==> src/rtl/sub_seq_32bit.sv <==
// rtl/sub_seq_32bit.sv - multicycle 32-bit subtractor, one SLICE_W-bit ripple slice per clock
// Optional feature macro: OVF_FLAG_EN adds the signed-overflow port and register.
`timescale 1ns/1ps
module sub_seq_32bit #(
  parameter int SLICE_W = 8
) (
  input  logic        clk,
  input  logic        rst,
  input  logic        start,
  input  logic [31:0] a,
  input  logic [31:0] b,
  input  logic        bin,
  output logic        busy,
  output logic        done,
  output logic [31:0] D,
  output logic        Bout
`ifdef OVF_FLAG_EN
  ,
  output logic        ovf
`endif
);
  localparam int NSL = 32 / SLICE_W;
  localparam int KW  = (NSL > 1) ? $clog2(NSL) : 1;
  localparam logic [KW-1:0] K_LAST = KW'(NSL - 1);

  typedef enum logic [1:0] {IDLE, RUN, DONE} state_t;

  state_t             state, state_nxt;
  logic [KW-1:0]      k;
  logic [31:0]        a_r, b_r;
  logic               c;
  logic [SLICE_W-1:0] a_s, b_s;
  logic [SLICE_W:0]   sum;
  logic               last;

  // Subtraction as a + ~b + carry, carry seeded with ~bin.
  assign a_s  = a_r[k*SLICE_W +: SLICE_W];
  assign b_s  = b_r[k*SLICE_W +: SLICE_W];
  assign sum  = {1'b0, a_s} + {1'b0, ~b_s} + {{SLICE_W{1'b0}}, c};
  assign last = (k == K_LAST);

  always_ff @(posedge clk or posedge rst) begin
    if (rst) state <= IDLE;
    else     state <= state_nxt;
  end

  always_comb begin
    state_nxt = state;
    busy      = 1'b0;
    done      = 1'b0;
    case (state)
      IDLE: if (start) state_nxt = RUN;
      RUN: begin
        busy = 1'b1;
        if (last) state_nxt = DONE;
      end
      DONE: begin
        done      = 1'b1;
        state_nxt = IDLE;
      end
      default: state_nxt = IDLE;
    endcase
  end

  always_ff @(posedge clk or posedge rst) begin
    if (rst) begin
      k    <= '0;
      a_r  <= '0;
      b_r  <= '0;
      c    <= 1'b0;
      D    <= '0;
      Bout <= 1'b0;
`ifdef OVF_FLAG_EN
      ovf  <= 1'b0;
`endif
    end else if (state == IDLE && start) begin
      a_r <= a;
      b_r <= b;
      c   <= ~bin;
      k   <= '0;
    end else if (state == RUN) begin
      D[k*SLICE_W +: SLICE_W] <= sum[SLICE_W-1:0];
      c <= sum[SLICE_W];
      k <= k + 1'b1;
      if (last) begin
        Bout <= ~sum[SLICE_W];
`ifdef OVF_FLAG_EN
        // Top slice carries bit 31, so sum[SLICE_W-1] is the final D[31].
        ovf <= (a_r[31] ^ b_r[31]) & (sum[SLICE_W-1] ^ a_r[31]);
`endif
      end
    end
  end

endmodule

==> config.mk <==
export PLATFORM = sky130hd
export DESIGN_NAME = sub_seq_32bit
export DESIGN_NICKNAME = d
export VERILOG_FILES = /design/src/rtl/sub_seq_32bit.sv
export SDC_FILE = /design/constraint.sdc
export NUM_CORES = 1
export LEC_CHECK = 0
export ABC_AREA = 1
export BUFFER_PORTS_ARGS = -buffer_cell sky130_fd_sc_hd__buf_2
export CORE_MARGIN = 4
export CORE_UTILIZATION = 59
export CTS_CLUSTER_DIAMETER = 100
export DETAILED_ROUTE_END_ITERATION = 8
export PLACE_DENSITY = 0.89
export SYNTH_ARGS = -nofsm -noshare
export SYNTH_HDL_FRONTEND = slang
export SYNTH_SLANG_ARGS = --single-unit
export TNS_END_PERCENT = 10
==> constraint.sdc <==
create_clock -name clk -period 6.3 [get_ports clk]
set_input_delay 0.63 -clock clk [delete_from_list [all_inputs] [get_ports clk]]
set_output_delay 0.63 -clock clk [all_outputs]
set_load 0.03 [all_outputs]
Word level (Yosys, flattened, before mapping)
Cells that the tools add are included.
{ "word_totals": {"elab_cells": 40, "in_bits": 68, "out_inout_bits": 35, "regBits": 102} }
{ "op_classes": {"addsub": 4, "bitwise_logic": 4, "n_shift": 4, "n_eq_ne": 5, "n_mux": 10, "n_reduce_logical": 6} }
{ "op_table": {"columns": ["cell", "count"], "rows": [
  ["$shiftx A32 B6 Y8", 2],
  ["$neg A5 Y34", 1],
  ["$shift A8 B34 Y32 const A", 1],
  ["$shiftx A8 B34 Y32", 1],
  ["$bwmux W32", 1],
  ["$add A8 B8 Y9", 1],
  ["$add A9 B1 Y9", 1],
  ["$mux W2", 4],
  ["$not A8 Y8", 1],
  ["$eq A2 B2 Y1 const B", 2],
  ["$mux W1", 4],
  ["$ne A2 B2 Y1 const B", 2],
  ["$pmux W2 S2", 1],
  ["$reduce_and A2 Y1", 2],
  ["$not A1 Y1", 3],
  ["$reduce_and A3 Y1", 1],
  ["$add A2 B1 Y2 const B", 1],
  ["$eq A2 B1 Y1 const B", 1],
  ["$logic_not A2 Y1", 1],
  ["$reduce_bool A2 Y1", 1],
  ["$logic_and A1 B1 Y1", 1]
]} }

Longest topological paths before layout
{ "logic_depth": {"depth_word": 6, "ltp_mapped": 17, "depth_no_buf": 16} }

Least setup slack after synthesis
Ideal clock, no wire load.
{ "synth_path": {"path_type": "register -> register", "from": "register k[1]", "to": "register D[12]", "synth_period_minus_slack_ns": 2.411, "setup_ns": 0.077, "t_arrival_ns": 2.335, "n_path_buf": 1, "stages_incl_launch_ff": 12, "setup_slack_ns": 3.889, "path_cell_list": "dfrtp_1 inv_1 clkbuf_1 a21oi_1 fa_1 inv_1 fa_1 nand3_1 nand3_1 xor2_1 nand3_1 o21ai_1"} }
{ "synth_via": {"elab_chain_cells": 6, "word_cells_on_any_way": 9} }
{ "synth_lines": {"columns": ["element", "line", "source"], "rows": [
  ["from (decl)", "29", "logic [KW-1:0] k;"],
  ["from (signal assigned)", "84", "k <= k + 1'b1;"],
  ["$shiftx A32 B6 Y8", "38", "assign b_s = b_r[k*SLICE_W +: SLICE_W];"],
  ["$not A8 Y8", "39", "assign sum = {1'b0, a_s} + {1'b0, ~b_s} + {{SLICE_W{1'b0}}, c};"],
  ["$add A8 B8 Y9", "39", null],
  ["$add A9 B1 Y9", "39", null],
  ["$shiftx A8 B34 Y32", "82", "D[k*SLICE_W +: SLICE_W] <= sum[SLICE_W-1:0];"],
  ["$bwmux W32 *", "82", null],
  ["to (signal, indexed assignment)", "82", null],
  ["to (decl)", "15", "output logic [31:0] D,"]
]} }
Every way passes the cells marked *; elsewhere a longest branch is shown, timed or not.
A chain may end at the register's enable or synchronous reset.

Worst setup path after layout
{ "layout_path": {"from": "register k[1]", "to": "register D[14]"} }
The elaborated chain is that of the path after synthesis.

==> impl_metrics.yaml <==
sta:
  setup_violations: 0
  hold_viol: 0
  setup_tns_ns: 0
  whs_ns: 0.2460
  finalCriticalPeriod_ns: 3.109
  setup_slack_ns: 3.191
  slew_headroom: 0.3214
  slew_viol_final: 0
  rsz0062_at_grt: "false"
  fin_crit_sh: 0.4936
  fin_skew_ns: 0.01330
  worst_slew_pin_slew_ns: 1.018
  clock.fmax_ghz: 0.3216
synth:
  yosys-top-cells-area: "dfrtp_1 (53%), nand2_1 (20%), o21ai_0 (5.6%), ha_1 (3.4%), nor2_1 (3.3%)"
  netlist.area_leader.share: 0.5270
  synth_nets: 688
  syn_inst: 605
  seq_area_frac_synth: 0.5270
  ys_ff_latch: 102
  synth_area_um2: 4843
  yosys_warnings: 0
  ys_types: 24
  yosys.area.top_type: "dfrtp_1"
  synth.avg_cell_area_um2: 8.006
cts:
  cts_tree: "built"
  cts_sinks: 102
  ctsResizeCount: 0
  clk_pin_slew_ns: 0.09
  clock_latency_ns: 0.37
  cts_hold_buf: 0
  post_cts_buffers: 0
  clock_path_buffers: 2
  h-tree-depth: 3
  root_buffer: "clkbuf_8"
  numCtsBuffers: 9
critical_path:
  cp_common_cell: "nand2_1"
  crit_chain: "inv_1 -> o21ai_0 -> o22ai_1 -> fa_1 -> inv_1 -> fa_1 -> nand2_1 -> nand2_1 -> nand3_1 -> nand2_1 -> nand2_1 -> nand3_1 -> nor2_1 -> nand2_1 -> nand2_1"
  critPathMaxFanout: 20
  slowest_stage: "dfrtp_1"
  path_class: "reg -> reg"
  arrival_ns: 3.42
  worstSetupEndpointType: "flop"
  critical_path_required_ns: 6.61
  cp_slowest_stage_delay_ns: 0.57
  cp-start-kind: "flop"
cells_and_area:
  diodes: 0
  drive_gt1_frac: 0.1909
  ff_latch_area_um2: 2552
  multiInputGateArea_um2: 2022
  nNetsFinal: 780
  syn2layout_area_growth_pct: 14.96
  fin_cells: 804
  final.fill_count: 636
  fin_area_um2: 5568
grt:
  grt_pass1_wl_um: 20130
  grt_max_degree: 74
  antenna_found_initial: 0
  gr-total-overflow: 0
  grt_pass1_vias: 4324
  track_usage: 0.2568
die:
  die_w_um: 98.61
  rows: 32
  ios: 103
  die_area_um2: 9723
  core_um2: 7848
  die_h_um: 98.61
  initial_core_util: 0.6172
routing:
  viasPerCell: 5.443
  ant_nets: 0
  first_pass_iters: 6
  drc: 0
  num_vias: 4376
  wirelength_um: 12200
  wl_per_cell_um: 15.17
  drt-initial-drc-count: 329
pwr:
  leakage_nw: 3.125
  ir_drop_uv: 246.2
  swShare: 0.5118
  comb_power_share: 0.579
  seqPwrFrac: 0.315
  cellPowerDensity_nw_per_um2: 633.6
  internal_power_mw: 1.722
  power_frac_clock: 0.106
  power.switching_mw: 1.806
place:
  dp_hpwl_um: 8852
  placed_area_um2: 5391
  place.gp.congestion: 0.8763
  place_ws_ns: 3.338
  dp_cells: 788
  portBuffers: 102
run_status:
  status: "finished, final reports clean"
hold_path:
  holdCritPathClass: "in -> async"
flow_run:
  maxCapViolCount: 0
## state kept, by name (all words and copies together) (netlist names)
register and cells:
Bout 1, a_r 32, D 32, c 1
state 2, b_r 32, k 2
## kinds of logic after synthesis
kind of cell	Yosys count	synth area share
DFF	102	0.5270
and+or+nand+nor	335	0.2759
xor gates and xnor gates	3	0.005426
adders and majority gates	15	0.04185
buffers and inverters	65	0.05554
AOI/OAI and AO/OA	85	0.09429
## cell type report
| class | count | share of cell area |
|---|---|---|
| Inverter | 41 | 0.02809 |
| Tap cell | 102 | 0.02292 |
| Clock inverter | 5 | 0.006292 |
| Sequential cell | 102 | 0.4584 |
| Clock buffer | 11 | 0.02539 |
| Multi-Input combinational cell | 438 | 0.3631 |
| Timing Repair Buffer | 105 | 0.09573 |
## synth_stat cells
master	n
xor2_1	3
dfrtp_1	102
nor2_8	1
nand3_1	16
inv_2	7
nor2_1	43
o21ai_1	5
o22ai_1	8
nand2_1	263
nand2_2	2
buf_4	2
nor3_1	1
fa_1	2
inv_1	34
o21ai_0	54
nand4_1	6
nand3_2	1
ha_1	13
clkbuf_1	8
nor2_4	2
a21oi_1	12
o21a_1	1
a22o_1	5
buf_2	14
## placed cells by master, fill, tap and decap left out, types with 2 or more instances in the layout
| cell type | synthesis | routed |
|---|---|---|
| clkinv_4 | 0 | 2 |
| nand3_1 | 16 | 16 |
| nand2_2 | 2 | 2 |
| nor2_4 | 2 | 2 |
| buf_4 | 2 | 3 |
| a22o_1 | 5 | 5 |
| xor2_1 | 3 | 3 |
| a21oi_1 | 12 | 12 |
| nor2_1 | 43 | 43 |
| dfrtp_1 | 102 | 102 |
| buf_2 | 14 | 102 |
| clkinv_2 | 0 | 2 |
| nand4_1 | 6 | 6 |
| o22ai_1 | 8 | 8 |
| inv_1 | 34 | 33 |
| o21ai_1 | 5 | 5 |
| o21ai_0 | 54 | 54 |
| fa_1 | 2 | 2 |
| clkbuf_8 | 0 | 10 |
| nand2_1 | 263 | 263 |
| inv_2 | 7 | 7 |
| ha_1 | 13 | 13 |
## through the flow
step / power (mW) / util
after floorplan: 2.551 / -
after global placement: 2.985 / 0.6870
after detailed placement: 3.107 / 0.6870
after CTS: 3.497 / 0.7095
after global routing: 3.822 / 0.7095
final: 3.528 / 0.7095
## path summary, 6_finish.rpt
check | start | endpoint | slack, ns | cells past startpoint
max in group asynchronous | rst | b_r[23] | 4.86 | 3
worst min register to register | D[21] | D[21] | 0.48 | 2
worst max register to register | k[1] | D[14] | 3.19 | 15
worst min-delay path | rst | D[27] | 0.25 | 2
min in group clk | b[12] | b_r[12] | 0.45 | 3
worst max-delay path | k[1] | D[14] | 3.19 | 15
## layer usage
layer,GRT usage,vias up,wire [um]
li1,-,2090,-
met1,0.3343,2061,4951
met2,0.4321,202,6069
met3,0.04246,23,908
met4,0.1008,0,270
met5,0,-,0
## critical path: cells and delay by family (launching register included)
| kind | cells | cell delay (ns) |
|---|---|---|
| and+or+nand+nor | 9 | 0.83 |
| adders and majority gates | 2 | 0.65 |
| buffers and inverters | 2 | 0.60 |
| DFF | 1 | 0.57 |
| AOI/OAI and AO/OA | 2 | 0.39 |
## power groups by stage
| stage | registers (mW) | clock network, mW | logic [mW] |
|---|---|---|---|
| floorplan | 1.19 | 0 | 1.36 |
| global placement | 1.10 | 0 | 1.88 |
| detailed placement | 1.11 | 0 | 1.99 |
| CTS | 1.10 | 0.380 | 2.01 |
| global route | 1.14 | 0.407 | 2.28 |
| finish | 1.11 | 0.374 | 2.04 |
Power figures use the tool's default switching activity.
